File: src/rtl/jk_count_seq_pkg.sv
// Shared types and constants for the JK flip-flop bank sequencer.
package jk_count_pkg;

  localparam int OP_W      = 2;
  localparam int DEF_WIDTH = 4;
  localparam int DEF_STEPW = 8;

  // Command opcodes as carried on cmd_op.
  typedef enum logic [OP_W-1:0] {
    OP_HOLD = 2'd0,
    OP_LOAD = 2'd1,
    OP_UP   = 2'd2,
    OP_DOWN = 2'd3
  } op_e;

  // Controller states.
  typedef enum logic [1:0] {
    ST_IDLE = 2'd0,
    ST_LOAD = 2'd1,
    ST_RUN  = 2'd2,
    ST_DONE = 2'd3
  } state_e;

  // True for the two opcodes that make the bank count.
  function automatic logic is_count(input op_e op);
    return (op == OP_UP) || (op == OP_DOWN);
  endfunction

endpackage

File: src/rtl/jk_count_seq_if.sv
// Command handshake between a command source and the JK bank sequencer.
interface jk_count_seq_if #(
  parameter int WIDTH = jk_count_pkg::DEF_WIDTH,
  parameter int STEPW = jk_count_pkg::DEF_STEPW
);
  import jk_count_pkg::*;

  logic             cmd_valid;
  logic             cmd_ready;
  op_e              cmd_op;
  logic [WIDTH-1:0] cmd_data;
  logic [STEPW-1:0] cmd_steps;

  // Command source side.
  modport master (
    output cmd_valid, cmd_op, cmd_data, cmd_steps,
    input  cmd_ready
  );

  // Sequencer side.
  modport slave (
    input  cmd_valid, cmd_op, cmd_data, cmd_steps,
    output cmd_ready
  );

endinterface

File: src/rtl/jk_count_seq_toggle_mask.sv
// Toggle mask for a synchronous binary up/down counter built from JK
// flip-flops: bit i toggles when all lower bits are 1 (up) or 0 (down).
// terminal flags the state from which the next count wraps.
module jk_toggle_mask #(
  parameter int WIDTH = jk_count_pkg::DEF_WIDTH
) (
  input  logic [WIDTH-1:0] q,
  input  logic             down,
  output logic [WIDTH-1:0] t,
  output logic             terminal
);

  logic [WIDTH-1:0] qd;
  logic             acc;

  // Ripple AND of the (optionally inverted) lower bits.
  always_comb begin
    // NOTE: every variable gets a value before any branch or loop so no latch is inferred.
    t        = '0;
    qd       = down ? ~q : q;
    acc      = 1'b1;
    for (int i = 0; i < WIDTH; i++) begin
      t[i] = acc;
      acc  = acc & qd[i];
    end
    terminal = acc;
  end

endmodule

File: src/rtl/jk_count_seq.sv
// Sequencer for a bank of WIDTH external JK flip-flops: accepts LOAD /
// COUNT_UP / COUNT_DOWN / HOLD commands and drives J/K from its own state
// and the bank's Q feedback.
module jk_count_seq
  import jk_count_pkg::*;
#(
  parameter int WIDTH = DEF_WIDTH,
  parameter int STEPW = DEF_STEPW
) (
  input  logic             CLK,
  input  logic             Clear,
  jk_count_seq_if.slave    cmd,
  input  logic [WIDTH-1:0] q_fb,
  output logic [WIDTH-1:0] j,
  output logic [WIDTH-1:0] k,
  output logic             busy,
  output logic             done,
  output logic             wrap
);

  state_e           state, state_nxt;
  logic [STEPW-1:0] steps_left;
  op_e              op_r;
  logic [WIDTH-1:0] data_r;
  logic             wrap_r;
  logic [WIDTH-1:0] tmask;
  logic             terminal;
  logic             accept;

  // Ready is only raised in IDLE, so a transfer always starts from IDLE.
  assign accept = cmd.cmd_valid && cmd.cmd_ready;

  jk_toggle_mask #(.WIDTH(WIDTH)) u_mask (
    .q        (q_fb),
    .down     (op_r == OP_DOWN),
    .t        (tmask),
    .terminal (terminal)
  );

  // State register.
  always_ff @(posedge CLK or negedge Clear) begin
    // NOTE: sequential state uses non-blocking assignments so every flop samples pre-edge values.
    if (!Clear) state <= ST_IDLE;
    else        state <= state_nxt;
  end

  // Next-state logic.
  always_comb begin
    state_nxt = state;
    case (state)
      ST_IDLE: begin
        if (accept) begin
          if (cmd.cmd_op == OP_LOAD)    state_nxt = ST_LOAD;
          else if (cmd.cmd_steps != '0) state_nxt = ST_RUN;
          else                          state_nxt = ST_DONE;
        end
      end
      ST_LOAD: state_nxt = ST_DONE;
      ST_RUN:  if (steps_left == STEPW'(1)) state_nxt = ST_DONE;
      ST_DONE: state_nxt = ST_IDLE;
      default: state_nxt = ST_IDLE;
    endcase
  end

  // Command latch, step counter and registered wrap pulse.
  always_ff @(posedge CLK or negedge Clear) begin
    if (!Clear) begin
      steps_left <= '0;
      op_r       <= OP_HOLD;
      data_r     <= '0;
      wrap_r     <= 1'b0;
    end else begin
      wrap_r <= (state == ST_RUN) && is_count(op_r) && terminal;
      if (accept) begin
        op_r       <= cmd.cmd_op;
        data_r     <= cmd.cmd_data;
        steps_left <= cmd.cmd_steps;
      end else if (state == ST_RUN) begin
        steps_left <= steps_left - STEPW'(1);
      end
    end
  end

  // Outputs decoded from the registered state; the bank holds unless told otherwise.
  always_comb begin
    cmd.cmd_ready = 1'b0;
    busy          = 1'b1;
    done          = 1'b0;
    j             = '0;
    k             = '0;
    case (state)
      ST_IDLE: begin
        cmd.cmd_ready = 1'b1;
        busy          = 1'b0;
      end
      ST_LOAD: begin
        j = data_r;
        k = ~data_r;
      end
      ST_RUN: begin
        if (is_count(op_r)) begin
          j = tmask;
          k = tmask;
        end
      end
      ST_DONE: done = 1'b1;
      default: ;
    endcase
  end

  assign wrap = wrap_r;

endmodule

File: src/flat_wrapper.sv
// flat-port wrapper written by rule: the top's interface ports become plain ports
module jk_count_seq_flat import jk_count_pkg::*;
#(
  parameter int WIDTH = DEF_WIDTH,
  parameter int STEPW = DEF_STEPW
)
  (CLK, Clear, q_fb, j, k, busy, done, wrap, cmd_cmd_valid, cmd_cmd_op, cmd_cmd_data, cmd_cmd_steps, cmd_cmd_ready);
  jk_count_seq_if #(.WIDTH(WIDTH), .STEPW(STEPW)) cmd_i ();
  input  logic CLK;
  input  logic Clear;
  input  logic [WIDTH-1:0] q_fb;
  output logic [WIDTH-1:0] j;
  output logic [WIDTH-1:0] k;
  output logic busy;
  output logic done;
  output logic wrap;
  input wire logic [$bits(cmd_i.cmd_valid)-1:0] cmd_cmd_valid;
  input wire logic [$bits(cmd_i.cmd_op)-1:0] cmd_cmd_op;
  input wire logic [$bits(cmd_i.cmd_data)-1:0] cmd_cmd_data;
  input wire logic [$bits(cmd_i.cmd_steps)-1:0] cmd_cmd_steps;
  output wire logic [$bits(cmd_i.cmd_ready)-1:0] cmd_cmd_ready;
  assign cmd_i.cmd_valid = cmd_cmd_valid;
  assign cmd_i.cmd_op = cmd_cmd_op;
  assign cmd_i.cmd_data = cmd_cmd_data;
  assign cmd_i.cmd_steps = cmd_cmd_steps;
  assign cmd_cmd_ready = cmd_i.cmd_ready;
  jk_count_seq #(.WIDTH(WIDTH), .STEPW(STEPW)) u_core (.CLK(CLK), .Clear(Clear), .cmd(cmd_i), .q_fb(q_fb), .j(j), .k(k), .busy(busy), .done(done), .wrap(wrap));
endmodule
File: config.mk
export PLATFORM = sky130hd
export DESIGN_NAME = jk_count_seq_flat
export DESIGN_NICKNAME = d
export VERILOG_FILES = /design/src/rtl/jk_count_seq_pkg.sv /design/src/rtl/jk_count_seq_if.sv /design/src/rtl/jk_count_seq_toggle_mask.sv /design/src/rtl/jk_count_seq.sv /design/src/flat_wrapper.sv
export SDC_FILE = /design/constraint.sdc
export NUM_CORES = 1
export LEC_CHECK = 0
export ABC_AREA = 0
export BUFFER_PORTS_ARGS = -buffer_cell sky130_fd_sc_hd__clkbuf_2
export CELL_PAD_IN_SITES_DETAIL_PLACEMENT = 0
export CELL_PAD_IN_SITES_GLOBAL_PLACEMENT = 1
export CORE_UTILIZATION = 34
export DETAILED_ROUTE_END_ITERATION = 10
export GPL_ROUTABILITY_DRIVEN = 1
export PLACE_DENSITY = 0.74
export REMOVE_ABC_BUFFERS = 1
export SETUP_SLACK_MARGIN = 0.02
export SLEW_MARGIN = 20
export SYNTH_ARGS = -nofsm -noshare
export SYNTH_HDL_FRONTEND = slang
export SYNTH_SLANG_ARGS = --single-unit
export TNS_END_PERCENT = 20
File: constraint.sdc
create_clock -name CLK -period 1.5 [get_ports CLK]
set_input_delay 0.375 -clock CLK [delete_from_list [all_inputs] [get_ports CLK]]
set_output_delay 0.375 -clock CLK [all_outputs]
set_load 0.03 [all_outputs]
==> metrics.cfg <==
[timing]
setup_ws_ps=-457
final.setup_skew_ps=4.22
timing.hold.ws_ps=-14.5
fmax_mhz=511
final_hold_viol_count=17
max_slew_margin_pct=71.1
finalCriticalPeriod_ps=1960
slew_violations=0
period_share_pct=130
tightest_slew_ps=434
setup_viol=17
rsz0062_at_grt=true
tns_ps=-4380

[placement]
io_buffers=32
gp_congestion=0.689
dp_hpwl_um=1940

[synth]
synth_compound_area_share_pct=10.4
syn_inst=113
yosysTopAreaCell=dfrtp_1
synth_most_common_cell=dfrtp_1
synth_area_per_cell_sq_um=9.60
synth_flop_cell=dfrtp_1
synth-simple-area-share_pct=20.4
yosys.area_share.xor_xnor_pct=7.27
synth_top_family_by_area=simple AND/OR/NAND/NOR gates
syn_area_sq_um=1080
ys_seq_area_share_pct=39.2
synth_edf_count=0
synthTopCellsByCount=17 x dfrtp_1, 12 x nor2_1, 9 x mux2_2, 9 x nand2_1, 8 x a21oi_1
synth_seq_cells=17
async_reset_ff_share_pct=100
yosys.area.top_type_share_pct=39.2
ys_warn_count=0
synth.distinct_cells=30
ys_top_cells_by_area=dfrtp_1 39%, mux2_2 9.3%, ha_1 8.1%, nor2_1 4.2%, xnor2_1 4.0%
synth.mux.area_fraction_pct=11.2
yosys.area_share.adder_pct=8.07

[clock_tree]
clock-sinks=17
clockBufferDepth=2
worstSkewPairLatency_ps=300
clk_pin_slew_ps=110
cts_buffers=3
cts_hold_buffers=0
htree_levels=1
cts_tree=done
cts_root_buf=clkbuf_4

[hold_path]
hp-class=in2async

[power]
peakVddDrop_mv=1.19
p_leak_nw=0.809
powerDensity_nw_per_um2=2150

[run_status]
violations=negative hold slack, negative setup slack
outcome=complete, but fails checks

[critical_path]
required_ps=1120
worstSetupEndpointType=primary output
crit_type=reg2out
cp_max_fo=4
worst_ep_arrival_time_ps=1580
startpoint_type=flip-flop

[global_route]
grt_pass1_wl_um=4290
antenna_found_initial=0
grt_pass1_vias=1027
grt_start_max_net_pins=18
gr-total-overflow=0
grt_usage_pct=17.1

[final_layout]
final_nets=198
final_layout_size_suffix_gt1_share_pct=60.9
fin_util_pct=59.9
syn_to_final_growth_pct=67.1
n_antenna_cell=0

[floorplan]
die_area_sq_um=3420
rows=20
ios=33
initial_utilization_pct=35.8
core_sq_um=3030
die_w_um=58.5
die_height_um=58.5

[detailed_routing]
vias_per_cell=4.71
wire_per_inst_um=13.0
drc=0
vias=1004
drt_iter0_markers=18
firstDrtPassIters=4
routed_wl_um=2760
ant_nets=0

[run]
drv_cap=0

where the power goes:
group	internal, mW	leakage, nW	switching [mW]
combinational	1.49	0.596	1.27
clock	0.0996	0.0177	0.159
sequential	0.682	0.196	0.203
total	2.27	0.809	1.63
flip-flops by register name, indices dropped and copies added (netlist names):
| name | cells |
|---|---|
| u_core.steps_left | 8 |
| u_core.data_r | 4 |
| u_core.op_r | 2 |
| u_core.state | 2 |
| u_core.wrap | 1 |
final timing paths:
kind,start,to,slack [ps],cells after the start
worst max register to register,u_core.state[0],u_core.steps_left[5],-140,7
max in group asynchronous,Clear,u_core.data_r[2],1210,1
worst max-delay path,u_core.op_r[0],k[3],-460,5
worst min-delay path,Clear,u_core.data_r[0],-10,1
min in group CLK,cmd_cmd_data[1],u_core.data_r[1],300,2
worst min register to register,u_core.data_r[3],u_core.data_r[3],540,1
metrics by stage:
| stage | instances | power (mW) | setup WS [ps] | cell area, sq um | hold WS (ps) |
|---|---|---|---|---|---|
| after floorplan | 110 | 2.04 | -787 | 1070 | 79.4 |
| after global placement | 207 | 2.74 | -380 | 1460 | 329 |
| after detailed placement | 207 | 2.79 | -402 | 1460 | 338 |
| after CTS | 212 | 3.56 | -444 | 1690 | 0.0468 |
| after global routing | 213 | 4.16 | -553 | 1810 | 11.5 |
| final | 213 | 3.90 | -457 | 1810 | -14.5 |
kinds of logic after synthesis:
logic type | count (synthesis)
AOI/OAI and AO/OA | 19
and+or+nand+nor | 41
adders and majority gates | 7
buffers and inverters | 9
DFF | 17
muxes | 11
xor gates and xnor gates | 9
cell type report:
cell class | count | area [sq um]
Clock buffer | 3 | 22.5
Clock inverter | 1 | 5.00
Fill cell | 253 | 1210
Inverter | 6 | 25.0
Multi-Input combinational cell | 87 | 840
Sequential cell | 17 | 425
Tap cell | 44 | 55.1
Timing Repair Buffer | 55 | 440
critical path, cell delays in order, from the launching register on:
cell	delay (ps)
dfrtp_1	450
nor4b_4	230
a31oi_1	60
or2_4	250
a21boi_2	140
buf_6	140
cell usage in the layout, fill, tap and decap left out, drive strengths merged:
cell	n
xor2	4
or3b	1
xnor2	5
buf	31
ha	7
nor2b	1
o22ai	1
a21boi	4
or4	1
inv	6
nor4b	1
or2	1
nor3	2
nor2	12
a21oi	8
nand3	2
mux2i	2
clkbuf	27
nand2b	2
a31oi	2
and2	4
nor4	4
dfrtp	17
nor3b	1
o21ai	3
clkinv	1
mux2	9
nand2	9
o2bb2ai	1
timing repair:
item                       in CTS  in global routing
setup endpoints to repair      24                 25
setup buffers                   1                  1
pin swaps                       4                 10
hold endpoints to repair        0                  0
gates resized for setup        54                 34
metal layers:
| layer | global-route usage [%] | wire [um] |
|---|---|---|
| met5 | 0 | 0 |
| met2 | 31.2 | 1470 |
| met1 | 19.1 | 1100 |
| met3 | 3.52 | 141 |
| met4 | 7.82 | 51 |
Note: power is estimated with default switching activity, not from simulation.
